<file path="src/rtl/burst_master_pkg.sv">
// Shared FSM state type and default sizes for the burst_master slice.
package burst_master_pkg;

  localparam int unsigned DefaultDataW  = 8;
  localparam int unsigned DefaultAddrW  = 14;
  localparam int unsigned DefaultBurstW = 3;

  typedef enum logic [2:0] {
    StIdle,
    StReq,
    StAddr,
    StWaitSlave,
    StWdata,
    StRdata,
    StDone
  } state_e;

endpackage

</file>
<file path="src/rtl/burst_master_if.sv">
// User, arbiter and slave side signals of burst_master, grouped as one bus.
interface burst_master_if import burst_master_pkg::*; #(
  parameter int unsigned DATA_W  = DefaultDataW,
  parameter int unsigned ADDR_W  = DefaultAddrW,
  parameter int unsigned BURST_W = DefaultBurstW
) ();

  logic               enable;
  logic               read_en;
  logic [DATA_W-1:0]  data_in;
  logic [ADDR_W-1:0]  addr_in;
  logic [BURST_W-1:0] burst_mode_in;
  logic               data_rx;
  logic               slave_ready;
  logic               bus_ready;
  logic               slave_valid;
  logic               bus_req;
  logic               addr_tx;
  logic               data_tx;
  logic               valid;
  logic               rw;
  logic [BURST_W-1:0] burst_mode;
  logic               data_req;
  logic [DATA_W-1:0]  rdata;
  logic               rdata_valid;
  logic               master_busy;

  modport master (
    input  enable, read_en, data_in, addr_in, burst_mode_in, data_rx, slave_ready, bus_ready,
           slave_valid,
    output bus_req, addr_tx, data_tx, valid, rw, burst_mode, data_req, rdata, rdata_valid,
           master_busy
  );

  modport slave (
    output enable, read_en, data_in, addr_in, burst_mode_in, data_rx, slave_ready, bus_ready,
           slave_valid,
    input  bus_req, addr_tx, data_tx, valid, rw, burst_mode, data_req, rdata, rdata_valid,
           master_busy
  );

endinterface

</file>
<file path="src/rtl/bit_serializer.sv">
// Parallel-load shift register, LSB out first, MSB in; done marks the last bit of a word.
module bit_serializer #(
  parameter int unsigned WIDTH = 8
) (
  input  logic             clock,
  input  logic             reset,
  input  logic             load,
  input  logic             hold,
  input  logic             serial_in,
  input  logic [WIDTH-1:0] load_data,
  output logic [WIDTH-1:0] shreg,
  output logic             done
);

  localparam int unsigned CntW = (WIDTH > 1) ? $clog2(WIDTH) : 1;

  logic [WIDTH-1:0] shreg_q;
  logic [CntW-1:0]  cnt_q;

  always_ff @(posedge clock) begin
    if (reset) begin
      shreg_q <= '0;
      cnt_q   <= '0;
    end else if (load) begin
      shreg_q <= load_data;
      cnt_q   <= '0;
    end else if (!hold) begin
      shreg_q <= {serial_in, shreg_q[WIDTH-1:1]};
      cnt_q   <= done ? '0 : cnt_q + 1'b1;
    end
  end

  assign shreg = shreg_q;
  assign done  = (cnt_q == CntW'(WIDTH - 1));

endmodule

</file>
<file path="src/rtl/burst_master.sv">
// Serial bus master: request grant, shift address, then write or read data beats.
// Multi-beat bursts are built only with BURST_MASTER_BURST_EN; otherwise every transfer is one beat.
module burst_master import burst_master_pkg::*; #(
  parameter int unsigned DATA_W  = DefaultDataW,
  parameter int unsigned ADDR_W  = DefaultAddrW,
  parameter int unsigned BURST_W = DefaultBurstW
) (
  input logic            clock,
  input logic            reset,
  burst_master_if.master bus
);

  state_e             state_q, state_d;
  logic               rw_q, rw_d;
  logic [BURST_W-1:0] burst_q, burst_d, burst_latch;
  logic [DATA_W-1:0]  rdata_q, rdata_d;
  logic               rdata_valid_q, rdata_valid_d;
  logic               last_beat, beat_adv, tx_valid, data_req, bus_req;
  logic               addr_load, addr_shift, addr_done;
  logic               data_load, data_shift, data_done, data_sin;
  logic [ADDR_W-1:0]  addr_word;
  logic [DATA_W-1:0]  data_word;
  logic               unused_addr;

`ifdef BURST_MASTER_BURST_EN
  logic [BURST_W-1:0] beat_q, beat_d;

  always_comb begin
    beat_d = beat_q;
    if (state_q == StIdle) begin
      beat_d = '0;
    end else if (beat_adv) begin
      beat_d = beat_q + 1'b1;
    end
  end

  always_ff @(posedge clock) begin
    if (reset) beat_q <= '0;
    else       beat_q <= beat_d;
  end

  assign last_beat   = (beat_q == burst_q);
  assign burst_latch = bus.burst_mode_in;
`else
  logic unused_burst;
  assign unused_burst = ^{bus.burst_mode_in, beat_adv};
  assign last_beat    = 1'b1;
  assign burst_latch  = '0;
`endif

  always_comb begin
    state_d       = state_q;
    rw_d          = rw_q;
    burst_d       = burst_q;
    rdata_d       = rdata_q;
    rdata_valid_d = 1'b0;
    bus_req       = 1'b0;
    tx_valid      = 1'b0;
    data_req      = 1'b0;
    beat_adv      = 1'b0;
    addr_load     = 1'b0;
    addr_shift    = 1'b0;
    data_load     = 1'b0;
    data_shift    = 1'b0;
    data_sin      = 1'b0;
    unique case (state_q)
      StIdle: begin
        if (bus.enable) begin
          rw_d      = bus.read_en;
          burst_d   = burst_latch;
          addr_load = 1'b1;
          data_load = 1'b1;
          state_d   = StReq;
        end
      end
      StReq: begin
        bus_req = 1'b1;
        if (bus.bus_ready) state_d = StAddr;
      end
      StAddr: begin
        bus_req    = 1'b1;
        tx_valid   = bus.bus_ready;
        addr_shift = bus.bus_ready;
        if (bus.bus_ready && addr_done) state_d = StWaitSlave;
      end
      StWaitSlave: begin
        bus_req = 1'b1;
        if (bus.slave_ready && bus.bus_ready) state_d = rw_q ? StRdata : StWdata;
      end
      StWdata: begin
        bus_req    = 1'b1;
        tx_valid   = bus.bus_ready;
        data_shift = bus.bus_ready;
        if (bus.bus_ready && data_done) begin
          if (last_beat) begin
            state_d = StDone;
          end else begin
            // Next word is loaded on the same edge as the last shift, so beats abut.
            beat_adv  = 1'b1;
            data_req  = 1'b1;
            data_load = 1'b1;
          end
        end
      end
      StRdata: begin
        bus_req    = 1'b1;
        data_shift = bus.bus_ready && bus.slave_valid;
        data_sin   = bus.data_rx;
        if (data_shift && data_done) begin
          rdata_d       = {bus.data_rx, data_word[DATA_W-1:1]};
          rdata_valid_d = 1'b1;
          if (last_beat) state_d = StDone;
          else           beat_adv = 1'b1;
        end
      end
      StDone:  state_d = StIdle;
      default: state_d = StIdle;
    endcase
  end

  always_ff @(posedge clock) begin
    if (reset) begin
      state_q       <= StIdle;
      rw_q          <= 1'b0;
      burst_q       <= '0;
      rdata_q       <= '0;
      rdata_valid_q <= 1'b0;
    end else begin
      state_q       <= state_d;
      rw_q          <= rw_d;
      burst_q       <= burst_d;
      rdata_q       <= rdata_d;
      rdata_valid_q <= rdata_valid_d;
    end
  end

  bit_serializer #(
    .WIDTH (ADDR_W)
  ) u_addr_ser (
    .clock     (clock),
    .reset     (reset),
    .load      (addr_load),
    .hold      (!addr_shift),
    .serial_in (1'b0),
    .load_data (bus.addr_in),
    .shreg     (addr_word),
    .done      (addr_done)
  );

  // Shared by both directions: writes shift out, reads shift data_rx in at the MSB.
  bit_serializer #(
    .WIDTH (DATA_W)
  ) u_data_ser (
    .clock     (clock),
    .reset     (reset),
    .load      (data_load),
    .hold      (!data_shift),
    .serial_in (data_sin),
    .load_data (bus.data_in),
    .shreg     (data_word),
    .done      (data_done)
  );

  assign unused_addr     = ^addr_word[ADDR_W-1:1];

  assign bus.bus_req     = bus_req;
  assign bus.valid       = tx_valid;
  assign bus.addr_tx     = tx_valid && (state_q == StAddr) && addr_word[0];
  assign bus.data_tx     = tx_valid && (state_q == StWdata) && data_word[0];
  assign bus.rw          = rw_q;
  assign bus.burst_mode  = burst_q;
  assign bus.data_req    = data_req;
  assign bus.rdata       = rdata_q;
  assign bus.rdata_valid = rdata_valid_q;
  assign bus.master_busy = (state_q != StIdle);

endmodule
</file>
<file path="src/flat_wrapper.sv">
// flat-port wrapper written by rule: the top's interface ports become plain ports
module burst_master_flat import burst_master_pkg::*;
#(
  parameter int unsigned DATA_W  = DefaultDataW,
  parameter int unsigned ADDR_W  = DefaultAddrW,
  parameter int unsigned BURST_W = DefaultBurstW
)
  (clock, reset, bus_enable, bus_read_en, bus_data_in, bus_addr_in, bus_burst_mode_in, bus_data_rx, bus_slave_ready, bus_bus_ready, bus_slave_valid, bus_bus_req, bus_addr_tx, bus_data_tx, bus_valid, bus_rw, bus_burst_mode, bus_data_req, bus_rdata, bus_rdata_valid, bus_master_busy);
  burst_master_if #(.DATA_W(DATA_W), .ADDR_W(ADDR_W), .BURST_W(BURST_W)) bus_i ();
  input logic clock;
  input logic reset;
  input wire logic [$bits(bus_i.enable)-1:0] bus_enable;
  input wire logic [$bits(bus_i.read_en)-1:0] bus_read_en;
  input wire logic [$bits(bus_i.data_in)-1:0] bus_data_in;
  input wire logic [$bits(bus_i.addr_in)-1:0] bus_addr_in;
  input wire logic [$bits(bus_i.burst_mode_in)-1:0] bus_burst_mode_in;
  input wire logic [$bits(bus_i.data_rx)-1:0] bus_data_rx;
  input wire logic [$bits(bus_i.slave_ready)-1:0] bus_slave_ready;
  input wire logic [$bits(bus_i.bus_ready)-1:0] bus_bus_ready;
  input wire logic [$bits(bus_i.slave_valid)-1:0] bus_slave_valid;
  output wire logic [$bits(bus_i.bus_req)-1:0] bus_bus_req;
  output wire logic [$bits(bus_i.addr_tx)-1:0] bus_addr_tx;
  output wire logic [$bits(bus_i.data_tx)-1:0] bus_data_tx;
  output wire logic [$bits(bus_i.valid)-1:0] bus_valid;
  output wire logic [$bits(bus_i.rw)-1:0] bus_rw;
  output wire logic [$bits(bus_i.burst_mode)-1:0] bus_burst_mode;
  output wire logic [$bits(bus_i.data_req)-1:0] bus_data_req;
  output wire logic [$bits(bus_i.rdata)-1:0] bus_rdata;
  output wire logic [$bits(bus_i.rdata_valid)-1:0] bus_rdata_valid;
  output wire logic [$bits(bus_i.master_busy)-1:0] bus_master_busy;
  assign bus_i.enable = bus_enable;
  assign bus_i.read_en = bus_read_en;
  assign bus_i.data_in = bus_data_in;
  assign bus_i.addr_in = bus_addr_in;
  assign bus_i.burst_mode_in = bus_burst_mode_in;
  assign bus_i.data_rx = bus_data_rx;
  assign bus_i.slave_ready = bus_slave_ready;
  assign bus_i.bus_ready = bus_bus_ready;
  assign bus_i.slave_valid = bus_slave_valid;
  assign bus_bus_req = bus_i.bus_req;
  assign bus_addr_tx = bus_i.addr_tx;
  assign bus_data_tx = bus_i.data_tx;
  assign bus_valid = bus_i.valid;
  assign bus_rw = bus_i.rw;
  assign bus_burst_mode = bus_i.burst_mode;
  assign bus_data_req = bus_i.data_req;
  assign bus_rdata = bus_i.rdata;
  assign bus_rdata_valid = bus_i.rdata_valid;
  assign bus_master_busy = bus_i.master_busy;
  burst_master #(.DATA_W(DATA_W), .ADDR_W(ADDR_W), .BURST_W(BURST_W)) u_core (.clock(clock), .reset(reset), .bus(bus_i));
endmodule
</file>
<file path="config.mk">
export PLATFORM = sky130hd
export DESIGN_NAME = burst_master_flat
export DESIGN_NICKNAME = d
export VERILOG_FILES = /design/src/rtl/burst_master_pkg.sv /design/src/rtl/burst_master_if.sv /design/src/rtl/bit_serializer.sv /design/src/rtl/burst_master.sv /design/src/flat_wrapper.sv
export SDC_FILE = /design/constraint.sdc
export NUM_CORES = 1
export LEC_CHECK = 0
export BUFFER_PORTS_ARGS = -buffer_cell sky130_fd_sc_hd__buf_2
export CORE_UTILIZATION = 55
export DETAILED_ROUTE_END_ITERATION = 8
export PLACE_DENSITY = 0.9
export SYNTH_ARGS = -nofsm -noshare
export SYNTH_HDL_FRONTEND = slang
export SYNTH_SLANG_ARGS = --single-unit
</file>
<file path="constraint.sdc">
create_clock -name clock -period 3.9 [get_ports clock]
set_clock_uncertainty 0.05 [all_clocks]
set_input_delay 0.39 -clock clock [delete_from_list [all_inputs] [get_ports clock]]
set_output_delay 0.39 -clock clock [all_outputs]
set_load 0.005 [all_outputs]
</file>
; ---- Word-level counts from Yosys, hierarchy flattened
; Cells that the tools add are included.
[totals]
register_bits = 42
input_bits = 33
out_inout_bits = 19
elab_cells = 66
[op_classes]
n_addsub = 2
eq_ne = 13
muxes = 22
n_bitwise = 1
n_reduce_logical = 20
[ops]
columns = cell, n
row1 = 2-to-1 mux 14 bit, 2
row2 = 2-to-1 mux 3 bit, 7
row3 = case mux 3 bit (6 select lines), 1
row4 = 2-to-1 mux 8 bit, 2
row5 = equality test 3 bit (second input constant), 3
row6 = logical AND 1 bit, 9
row7 = 2-to-1 mux 1 bit, 8
row8 = inequality test 2 x 1 -> 1 bit (second input constant), 4
row9 = equality test 3 x 2 -> 1 bit (second input constant), 2
row10 = AND reduction 6 bit, 1
row11 = OR reduction 2 bit, 3
row12 = OR reduction 5 bit, 1
row13 = adder 4 x 1 -> 4 bit (second input constant), 1
row14 = equality test 4 bit (second input constant), 1
row15 = 2-to-1 mux 4 bit, 1
row16 = inequality test 2 bit (second input constant), 2
row17 = AND reduction 2 bit, 2
row18 = nonzero test 2 bit, 2
row19 = adder 3 x 1 -> 3 bit (second input constant), 1
row20 = equality test 3 x 1 -> 1 bit (second input constant), 1
row21 = zero test 3 bit, 1
row22 = nonzero test 3 bit, 1
row23 = case mux 1 bit (2 select lines), 1
row24 = inverter 1 bit, 1

; ---- Logic depth before layout (Yosys ltp)
; Gate-level depths: netlist of run 1.
[depth]
ltp_word = 5
depth_mapped = 7
depth_no_buf = 6

; ---- Modules after synthesis
; Synthesis of run 1 repeated with hierarchy kept, for this count alone.
[hier_totals]
hier_cells = 219
hier_area_um2 = 2152.1
[by_module_without_submodules]
columns = module, n_inst, cells_per_inst, area_each_um2, seq_area_each_um2
row1 = bit_serializer at u_core.u_addr_ser, 1, 80, 898.4, 360.3
row2 = burst_master, 1, 91, 748.2, 260.2
row3 = bit_serializer at u_core.u_data_ser, 1, 48, 505.5, 220.2

; ---- Worst setup path before layout of run 1
; OpenSTA, ideal clock, no wires.
[synth_path]
path_kind = input to output
startpoint = in bus_bus_ready
endpoint = out bus_addr_tx
arrival_time_ns = 1.279
required_time_ns = 3.460
path_slack_ns = 2.181
path_stages = 5
path_buffers = 3
cell_sequence = buf_2 nor4bb_1 clkbuf_2 buf_4 and2_1
[synth_between]
elab_chain_len = 3
[synth_lines]
columns = item, line
row1 = start: declaration, flat_wrapper.sv:19  ; input wire logic [$bits(bus_i.bus_ready)-1:0] bus_bus_ready;
row2 = 2-to-1 mux 1 bit, burst_master.sv:66  ; unique case (state_q)
row3 = logical AND 1 bit (2 in a row), burst_master.sv:168  ; assign bus.addr_tx = tx_valid && (state_q == StAddr) && addr_word[0];
row4 = end: declaration, flat_wrapper.sv:22  ; output wire logic [$bits(bus_i.addr_tx)-1:0] bus_addr_tx;
; Every way passes these cells.

; ---- Worst setup path in the final report of run 1
[layout_path]
startpoint = reg u_core.state_q[1]
endpoint = reg u_core.u_addr_ser.cnt_q[2]
[layout_between]
elab_chain_len = 3
elab_cells_between_ends = 5
cone_classes = eq/ne (1) / mux (2) / reduce/logical (2)
[layout_lines]
columns = item, line
row1 = start: declaration, burst_master.sv:13  ; state_e state_q, state_d;
row2 = start signal: assignment, burst_master.sv:123  ; state_q <= StIdle;
row3 = start signal: assignment, burst_master.sv:129  ; state_q <= state_d;
row4 = zero test 3 bit, burst_master.sv:66
row5 = 2-to-1 mux 1 bit, n/a
row6 = OR reduction 2 bit (no source line), n/a
row7 = end signal: assignment, bit_serializer.sv:29  ; cnt_q <= done ? '0 : cnt_q + 1'b1;
row8 = end: declaration, bit_serializer.sv:18  ; logic [CntW-1:0] cnt_q;
; Several ways; a longest one is shown, not always the timed one.
; A chain may end at the register's enable or synchronous reset.

==> metrics, run 1 <==
synthesized flop and latch total 42; Final nets 300; CTS root buf clkbuf_4; HPWL after DPL around 2700 um; Starting Density 0.581; Worst-path clk slew 130 ps; Leak 0.976 nW; Synth Flop Type dfxtp_1; R2R depth 3; gr usage total 0.219; Post-synth top cells dfxtp_1, nand2_1, nor2_1, a21oi_1, a311oi_1; post-DR wirelength/cell 12.5 um; Synth Instances 232; hold slack 204 ps; area leader, netlist dfxtp_1; Die Y 61.6 um; CP Max Fanout 31; largest net degree at the start of global routing 38; vias in the first global route between 1000 and 1500; Critical Path End Type flip-flop; FF-to-FF setup slack 1590 ps; Slew Viols, Final 0; main combinational cell family by area after synthesis simple AND/OR/NAND/NOR gates; post-cts hold buffer count 0; CTS max path bufs 2; Setup Fix Bufs, Post-CTS 0; Critical Path AT 2540 ps; # resized after CTS 0; Residual DRC 0; drt via density around 5.5; compound-gate portion of the synthesized area 0.145; Top-Level Pins 52; worst hold start bus_addr_in[13]; Synth top area share 0.430; Fillers 310; Min-Delay Endpoint u_core.u_addr_ser.shreg[13]; register area 841 um^2; simple-gate area share of the yosys netlist 0.276; grt total ovfl 0; Num CTS Buffers 5; clk_lat worst skew 350 ps; full die area between 0.003 and 0.004 mm^2; PnR worst setup slack 1590 ps; Req. time, crit path 4130 ps; proportion of synthesized area in mux cells 0.0519; post-synthesis xor/xnor area fraction 0.00897; Clock Sinks 42; Yosys Warn Count 0; R2R Path Start u_core.state_q[1]; Seq pwr share 0.522; Post-Synth Adder-Cell Area 0.0128; Core Box Area 0.00336 mm^2; Hold Vio Cnt, Final 0; Routability Congestion between 0.7 and 0.8; Area contributors post-synth dfxtp_1, nand2_1, nor2_1, mux2i_1, a311oi_1; Seq/Total Area, Yosys 0.430; Port Buffers 44; Max Cap Viol 0; post-synth cell types 45; worst vdd ir 0.000256 V; FP Rows 21; hold-critical path depth 3; first-pass GRT wire length between 6000 and 7000 um; area occupied by multi-input gates 995 um^2; EDFF count, synth 0; Die Wd 61.6 um; dpl cells 304; Crit Path Category reg -> reg; HP Class in -> reg; sw power slightly below 0.3 mW; synth-to-layout area growth 13.0%; Final Util 0.656; Comb pwr share 0.197; final wirelength about 3900 um; Max Clock Freq 433 MHz; Sw Ratio 0.295; Startpoint Class flip-flop; final setup fails 0; Setup TNS 0 ps; DRT Pass-1 Iters 4; Synth async-reset ratio 0; pwr/cell area 444 mW/mm^2; initial antenna violation count 0; RSZ-0062 raised after global routing false; fin crit share 0.592; top-count cell post-synth dfxtp_1; Final Non-Filler Cells 312; Power Internal between 0.6 and 0.7 mW; n_diodes 0; Mapped Avg Cell Area between 8 and 9 um^2; pre-CTS WS 1590 ps; First DRT Iteration DRCs 108; share of layout cells above drive strength 1 0.226; status complete, no violations; fin crit period 2310 ps; synthesized area 0.00195 mm^2; H-tree Lvls 2; vias after detailed routing approximately 1700; slew margin rel. 0.295; Least-Margin Pin Slew roughly 1100 ps; antenna viol nets, final 0; Clk pwr share 0.282; r2r endpoint u_core.u_addr_ser.cnt_q[2]; CTS tree built
## kinds of logic after synthesis
| kind of cell | Yosys count |
|---|---|
| AND/OR/NAND/NOR | 109 |
| multiplexers | 10 |
| flip-flops | 42 |
| XOR/XNOR | 2 |
| buffers and inverters | 24 |
| adder cells (fa/ha/maj) | 2 |
| other | 1 |
| AO/OA/AOI/OAI | 42 |
## cell type report
| class | instances | share of cell area |
|---|---|---|
| multi-input cells | 169 | 0.451 |
| flip-flops and latches | 42 | 0.381 |
| repair buffers | 45 | 0.103 |
| well taps | 46 | 0.0261 |
| clock buffers | 6 | 0.0187 |
| clock inverters | 2 | 0.0170 |
| inverters | 2 | 0.00340 |
## routing by layer
layer | GRT usage | part of all wire
met3 | 0.0693 | 0.056
met5 | 0 | 0
met4 | 0.0667 | 0.0062
met2 | 0.339 | 0.46
met1 | 0.291 | 0.47
## power by group through the flow
| stage | logic, mW | clock network [mW] | registers, mW |
|---|---|---|---|
| 6_report | 0.193 | 0.276 | 0.511 |
| 5_1_grt | 0.217 | 0.303 | 0.517 |
| 4_1_cts | 0.194 | 0.281 | 0.510 |
| 3_5_place_dp | 0.192 | 0 | 0.520 |
| 3_3_place_gp | 0.185 | 0 | 0.518 |
| 2_1_floorplan | 0.170 | 0 | 0.502 |
## metrics by stage
step           power, mW  cell area (um^2)
5_1_grt             1.04              2210
3_5_place_dp       0.712              2130
4_1_cts            0.984              2210
2_1_floorplan      0.672              1960
3_3_place_gp       0.703              2130
6_report           0.979              2210
## registers in the layout, indices dropped and copies added, names as in the netlist
name and cells:
u_core.bus.rdata 8, u_core.bus.rdata_valid 1, u_core.bus.rw 1, u_core.state_q 3, u_core.u_addr_ser.cnt_q 4, u_core.u_addr_ser.shreg 14, u_core.u_data_ser.cnt_q 3, u_core.u_data_ser.shreg 8
## cell usage in the layout, fill, tap and decap left out, types with 3 or more instances in the layout
master / netlist / final
a21oi_1: 16 / 16
nor2_1: 36 / 36
mux2i_1: 9 / 9
or3_1: 3 / 3
nand3_1: 5 / 5
nor2b_1: 4 / 4
nand2_1: 36 / 36
dfxtp_1: 42 / 42
a22oi_1: 5 / 5
clkbuf_4: 0 / 5
nor4_2: 3 / 3
nor3_1: 4 / 4
buf_2: 7 / 44
nand4_1: 4 / 4
a311oi_1: 10 / 10
conb_1: 1 / 4
## critical path, stage by stage, from the launching register on
cell      delay (ps)
dfxtp_1          680
or4b_1           910
nand2b_1         390
a21oi_1          220
## how the worst max path moves through the flow
stage	from	endpoint	slack, ps	cells after the start
after global routing	u_core.state_q[1]	u_core.u_addr_ser.cnt_q[2]	1360	3
after global placement	u_core.state_q[1]	u_core.u_addr_ser.cnt_q[1]	1660	3
after floorplan	bus_bus_ready	bus_addr_tx	2180	5
final	u_core.state_q[1]	u_core.u_addr_ser.cnt_q[2]	1590	3
after detailed placement	u_core.state_q[1]	u_core.u_data_ser.cnt_q[0]	1590	3
after CTS	u_core.state_q[1]	u_core.u_addr_ser.cnt_q[2]	1570	3
Power figures use the tool's default switching activity.
==> run 2, diff against run 1 <==
CORE_UTILIZATION = 47   (was 55)
PLACE_DENSITY = 0.82   (was 0.9)
clock period = 2.1 ns   (was 3.9 ns; I/O delays follow)
==> run 2 against run 1 <==
Effect of this change:
- global-route usage down 2.8 points
- utilization shrank 8.4 points
- first-iteration DRC count is 27% lower
- hold slack worse by 110 ps
- register-to-register slack worse by 1400 ps
- final area increased by 3.7%
- critical path type is now reg -> out
- critical endpoint is now bus_addr_tx
- largest cell class unchanged
- highest routed layer unchanged
==> metrics, run 2 (synthesis results as in run 1) <==
gr usage total 0.191 (-0.0277); Hold Vio Cnt, Final 0 (unchanged); Tot Pwr 1.85 mW (+89%); pre-CTS WS 251 ps (-1340 ps); FP Rows 23 (+9.5%); grt total ovfl 0 (unchanged); Leak 1.02 nW (+4.4%); CP Max Fanout 16 (-48%); worst vdd ir 0.000485 V (+89%); Critical Path End Type primary output; Max Cap Viol 0 (unchanged); Req. time, crit path 1840 ps (-2290 ps); Port Buffers 44 (unchanged); post-DR wirelength/cell 12.1 um (-3.1%); commonest non-fill, non-tap cell in the layout buf_2; Final nets 307 (+2.3%); HPWL after DPL 2740 um (+2.5%); Slew Viols, Final 0 (unchanged); vias after detailed routing 1709 (+0.23%); largest net degree at the start of global routing 32 (-16%); clk_lat worst skew 300 ps (-50 ps); Seq pwr share 0.510 (-0.012); Comb pwr share 0.210 (+0.013); Least-Margin Pin Slew 591 ps (-467 ps); Clk pwr share 0.280 (-0.002); CTS root buf clkbuf_8; First DRT Iteration DRCs 79 (-27%); synth-to-layout area growth 17.2%; drt via density 5.29 (-3.2%); CTS tree built; dpl cells 315 (+3.6%); slew margin rel. 0.605 (+0.310); HP Class in -> reg; Num CTS Buffers 5 (unchanged); final setup fails 0 (unchanged); post-cts hold buffer count 0 (unchanged); Die Y 66.5 um (+7.9%); max reg flops 14 (unchanged); final wirelength 3900 um (+0.28%); Residual DRC 0 (unchanged); H-tree Lvls 2 (unchanged); n_diodes 0 (unchanged); initial antenna violation count 0 (unchanged); Top-Level Pins 52 (unchanged); fin crit period 1910 ps; Worst-path clk slew 80 ps (-50 ps); status complete, no violations; Sw Ratio 0.304 (+0.00878); most frequent cells in the layout buf_2, dfxtp_1, nand2_1, nor2_1, a21oi_1; full die area 0.00442 mm^2 (+16%); Critical Path AT 1650 ps (-890 ps); sw power 0.562 mW (+94%); Final Non-Filler Cells 323 (+3.5%); vias in the first global route 1518 (+7.3%); Clock Sinks 42 (unchanged); Routability Congestion 0.811 (+3.9%); DRT Pass-1 Iters 7 (+3); # resized after CTS 0 (unchanged); Crit Path Category reg -> out; Startpoint Class flip-flop; Core Box Area 0.00400 mm^2 (+19%); hold slack 91.8 ps (-113 ps); fin crit share 0.910; Max Clock Freq between 500 and 600 MHz; PnR worst setup slack 189 ps (-1400 ps); RSZ-0062 raised after global routing false; CTS max path bufs 2 (unchanged); first-pass GRT wire length 6490 um (+6.7%); Power Internal 1.29 mW (+86%); pwr/cell area 808 mW/mm^2 (+82%); Starting Density 0.488 (-0.0925); share of layout cells above drive strength 1 0.249 (+0.0235); Setup TNS 0 ps (unchanged); Setup Fix Bufs, Post-CTS 0 (unchanged); antenna viol nets, final 0 (unchanged); Die Wd 66.5 um (+7.9%)
run 2: power by group through the flow:
stage / combinational (mW) / clock (mW) / sequential, mW
after global routing: 0.438 / 0.564 / 0.956
after detailed placement: 0.391 / 0 / 0.959
after global placement: 0.382 / 0 / 0.956
after floorplan: 0.316 / 0 / 0.931
after CTS: 0.392 / 0.535 / 0.941
final: 0.389 / 0.518 / 0.942
run 2: final timing paths:
check | startpoint | endpoint | slack (ps) | cells past startpoint
worst max-delay path | u_core.state_q[1] | bus_addr_tx | 190 | 4
worst min-delay path | bus_addr_in[13] | u_core.u_addr_ser.shreg[13] | 90 | 3
worst max register to register | u_core.state_q[0] | u_core.bus.rdata[2] | 230 | 4
worst min register to register | u_core.u_addr_ser.shreg[0] | u_core.u_addr_ser.shreg[0] | 400 | 2
run 2: stage by stage:
stage,utilization,cell area (um^2)
3_5_place_dp,0.550,2200
5_1_grt,0.572,2290
2_1_floorplan,-,1960
4_1_cts,0.572,2290
6_report,0.572,2290
3_3_place_gp,0.550,2200
run 2: layout make-up:
| class | instances | area [um^2] |
|---|---|---|
| Timing Repair Buffer | 52 | 293 |
| Clock inverter | 3 | 21.3 |
| Tap cell | 50 | 62.6 |
| Multi-Input combinational cell | 169 | 995 |
| Clock buffer | 5 | 68.8 |
| Sequential cell | 42 | 841 |
| Inverter | 2 | 7.51 |
| Fill cell | 377 | 1710 |
run 2: worst max-delay path, stage by stage, from the launching register on:
cell	delay [ps]
dfxtp_1	550
nor4bb_2	390
buf_12	190
and2_1	130
buf_2	100
run 2: routing by layer:
layer / track usage / vias up / share of wire
met1: 0.238 / 785 / 0.48
met2: 0.315 / 38 / 0.45
met5: 0 / - / 0
met3: 0.0445 / 5 / 0.049
li1: - / 881 / -
met4: 0.0798 / 0 / 0.013
==> run 3, diff against run 2 <==
==> constraint.sdc (replaced) <==
create_clock -name clock -period 2.1 [get_ports clock]
set_clock_uncertainty 0.05 [all_clocks]
set_input_delay 0 -clock clock [delete_from_list [all_inputs] [get_ports clock]]
set_output_delay 0 -clock clock [all_outputs]
set_load 0.005 [all_outputs]
==> run 3 against run 2 <==
Effect of this change:
- global-route usage rose by 1.4 points
- critical path depth did not move
- die area did not move
- sequential share of layout area fell by 3.2 points
- hold slack got worse by 79 ps
- utilization rose by 5.5 points
- sequential power barely moved
- count of clock-buffer cells in the layout rose by 1
- non-clock buffer count rose by 22
- critical path type is now reg -> reg
- highest routed layer unchanged
==> metrics, run 3 (synthesis results as in run 1) <==
First DRT Iteration DRCs 129 (+63%); RSZ-0062 raised after global routing false; Fillers 365 (-3.2%); final setup fails 0 (unchanged); share of layout cells above drive strength 1 0.220 (-0.0287); Worst path most repeated cell or3_1; Port Buffers 44 (unchanged); gr busiest metal met2; WP buf/inv 0 (-2); Critical Path AT 2020 ps (+370 ps); pwr/cell area 756 mW/mm^2 (-6.4%); Crit Path Category reg -> reg; initial antenna violation count 0 (unchanged); CP Launch Point u_core.state_q[2]; HP Class in -> reg; Routability Congestion 0.776 (-4.4%); CP max-delay cell or3_1; vias in the first global route 1580 (+4.1%); commonest non-fill, non-tap cell in the layout buf_2; Setup TNS 0 ps (unchanged); PnR worst setup slack 264 ps (+74.9 ps); Slew Viols, Final 0 (unchanged); met1 GRT Util 0.252 (+0.0139); Final nets 329 (+7.2%); H-tree Lvls 2 (unchanged); pre-CTS WS 262 ps (+11.1 ps); Die Y 66.5 um (unchanged); slowest stage delay, CP 550 ps (about the same); routing usage on met2 0.333 (+0.0179); CP Max Fanout 12 (-4); gr usage total 0.206 (+0.0145); Leak 1.11 nW (+8.6%); vias after detailed routing 1784 (+4.4%); drt via density 5.17 (-2.3%); CTS max path bufs 2 (unchanged); synth-to-layout area growth 28.4%; fin crit share 0.874 (-0.0357); Clk pwr share 0.287 (+0.007); full die area 0.00442 mm^2 (unchanged); final wirelength 4170 um (+6.9%); max reg flops 14 (unchanged); Max Cap Viol 0 (unchanged); first-pass GRT wire length 6840 um (+5.3%); CTS root buf clkbuf_8; Critical Path End Type flip-flop; Least-Margin Pin Slew 717 ps (+126 ps); fin crit period 1840 ps (-74.9 ps); met3 usage 0.0548 (+0.0103); Startpoint Class flip-flop; Clock Sinks 42 (unchanged); R2R depth 4 (unchanged); Core Box Area 0.00400 mm^2 (unchanged); crit path capture u_core.u_data_ser.cnt_q[0]; DRT Pass-1 Iters 4 (-3); CTS tree built; Max Clock Freq 545 MHz (+4.1%); Top-Level Pins 52 (unchanged); worst vdd ir 0.000406 V (-16%); Sw Ratio 0.295 (-0.00885); largest net degree at the start of global routing 38 (+19%); status complete, no violations; Worst-path clk slew 80 ps (about the same); R2R Path Start u_core.state_q[2]; FP Rows 23 (unchanged); sw power 0.560 mW (-0.42%); Power Internal 1.34 mW (+3.9%); Seq pwr share 0.496 (-0.014); Hold Vio Cnt, Final 0 (unchanged); critical path cell sequence nand2_1, or3_1, or3_1, a21oi_1; most frequent cells in the layout buf_2, dfxtp_1, nand2_1, nor2_1, dlygate4sd3_1; antenna viol nets, final 0 (unchanged); n_diodes 0 (unchanged); top cell family by delay on the critical path simple AND/OR/NAND/NOR gates; Starting Density 0.488 (unchanged); r2r endpoint u_core.u_data_ser.cnt_q[0]; post-DR wirelength/cell 12.1 um (about the same); slew margin rel. 0.522 (-0.0826); HPWL after DPL 2630 um (-4.1%); grt total ovfl 0 (unchanged); stages on the worst setup path 4 (unchanged); Residual DRC 0 (unchanged); Req. time, crit path 2280 ps (+440 ps); Die Wd 66.5 um (unchanged); FF-to-FF setup slack 260 ps (+30 ps); Comb pwr share 0.217 (+0.007); clk_lat worst skew 300 ps (about the same); Num CTS Buffers 5 (unchanged)
-- run 3: cell types whose count changed in the layout (fill, tap and decap cells not counted), sizes merged --
cell and delta:
dlygate4sd3 +25, buf -3, clkbuf +1, clkinv -1
-- run 3: through the flow --
stage,area (um^2),cells,util,hold slack [ps],power (mW)
final,2510,345,0.627,13.0,1.90
after global routing,2510,345,0.627,45.1,2.01
after CTS,2510,345,0.627,9.91,1.91
after detailed placement,2160,312,0.541,195,1.33
after global placement,2160,312,0.541,195,1.33
after floorplan,1960,235,-,86.0,1.25
-- run 3: repair_timing --
item	CTS	global route
gates resized for setup	0	0
endpoints found under the hold margin	23	0
buffers inserted	0	0
hold buffers	25	0
-- run 3: power by group through the flow --
| stage | clock network [mW] | logic [mW] | registers (mW) |
|---|---|---|---|
| 2_1_floorplan | 0 | 0.316 | 0.931 |
| 3_3_place_gp | 0 | 0.370 | 0.956 |
| 3_5_place_dp | 0 | 0.376 | 0.959 |
| 4_1_cts | 0.559 | 0.412 | 0.941 |
| 5_1_grt | 0.594 | 0.459 | 0.955 |
| 6_report | 0.545 | 0.411 | 0.941 |
-- run 3: layer usage --
metal  vias up  routed length, um
met5         -                  0
met4         0                 84
met3         8                148
met2        34               1930
met1       818               2010
li1        924                  -
-- run 3: layout make-up --
cell class / count / area [um^2] / area share
Clock buffer: 6 / 82.6 / 0.0329
Clock inverter: 2 / 12.5 / 0.00499
Inverter: 2 / 7.51 / 0.00299
Multi-Input combinational cell: 169 / 995 / 0.397
Sequential cell: 42 / 841 / 0.335
Tap cell: 50 / 62.6 / 0.0249
Timing Repair Buffer: 74 / 508 / 0.202
-- run 3: how the worst min path moves through the flow --
| stage | slack, ps | cells after the start | from | end |
|---|---|---|---|---|
| after CTS | 10 | 3 | bus_data_in[2] | u_core.u_data_ser.shreg[2] |
| after global placement | 190 | 3 | bus_addr_in[13] | u_core.u_addr_ser.shreg[13] |
| after detailed placement | 200 | 3 | bus_read_en | u_core.bus.rw |
| after floorplan | 90 | 2 | bus_read_en | u_core.bus.rw |
| final | 10 | 3 | bus_data_in[2] | u_core.u_data_ser.shreg[2] |
| after global routing | 50 | 3 | bus_data_in[1] | u_core.u_data_ser.shreg[1] |
-- run 3: worst min-delay path, cell delays in order --
cell     delay, ps
buf_2           80
o22ai_1         80
nor3_1         150
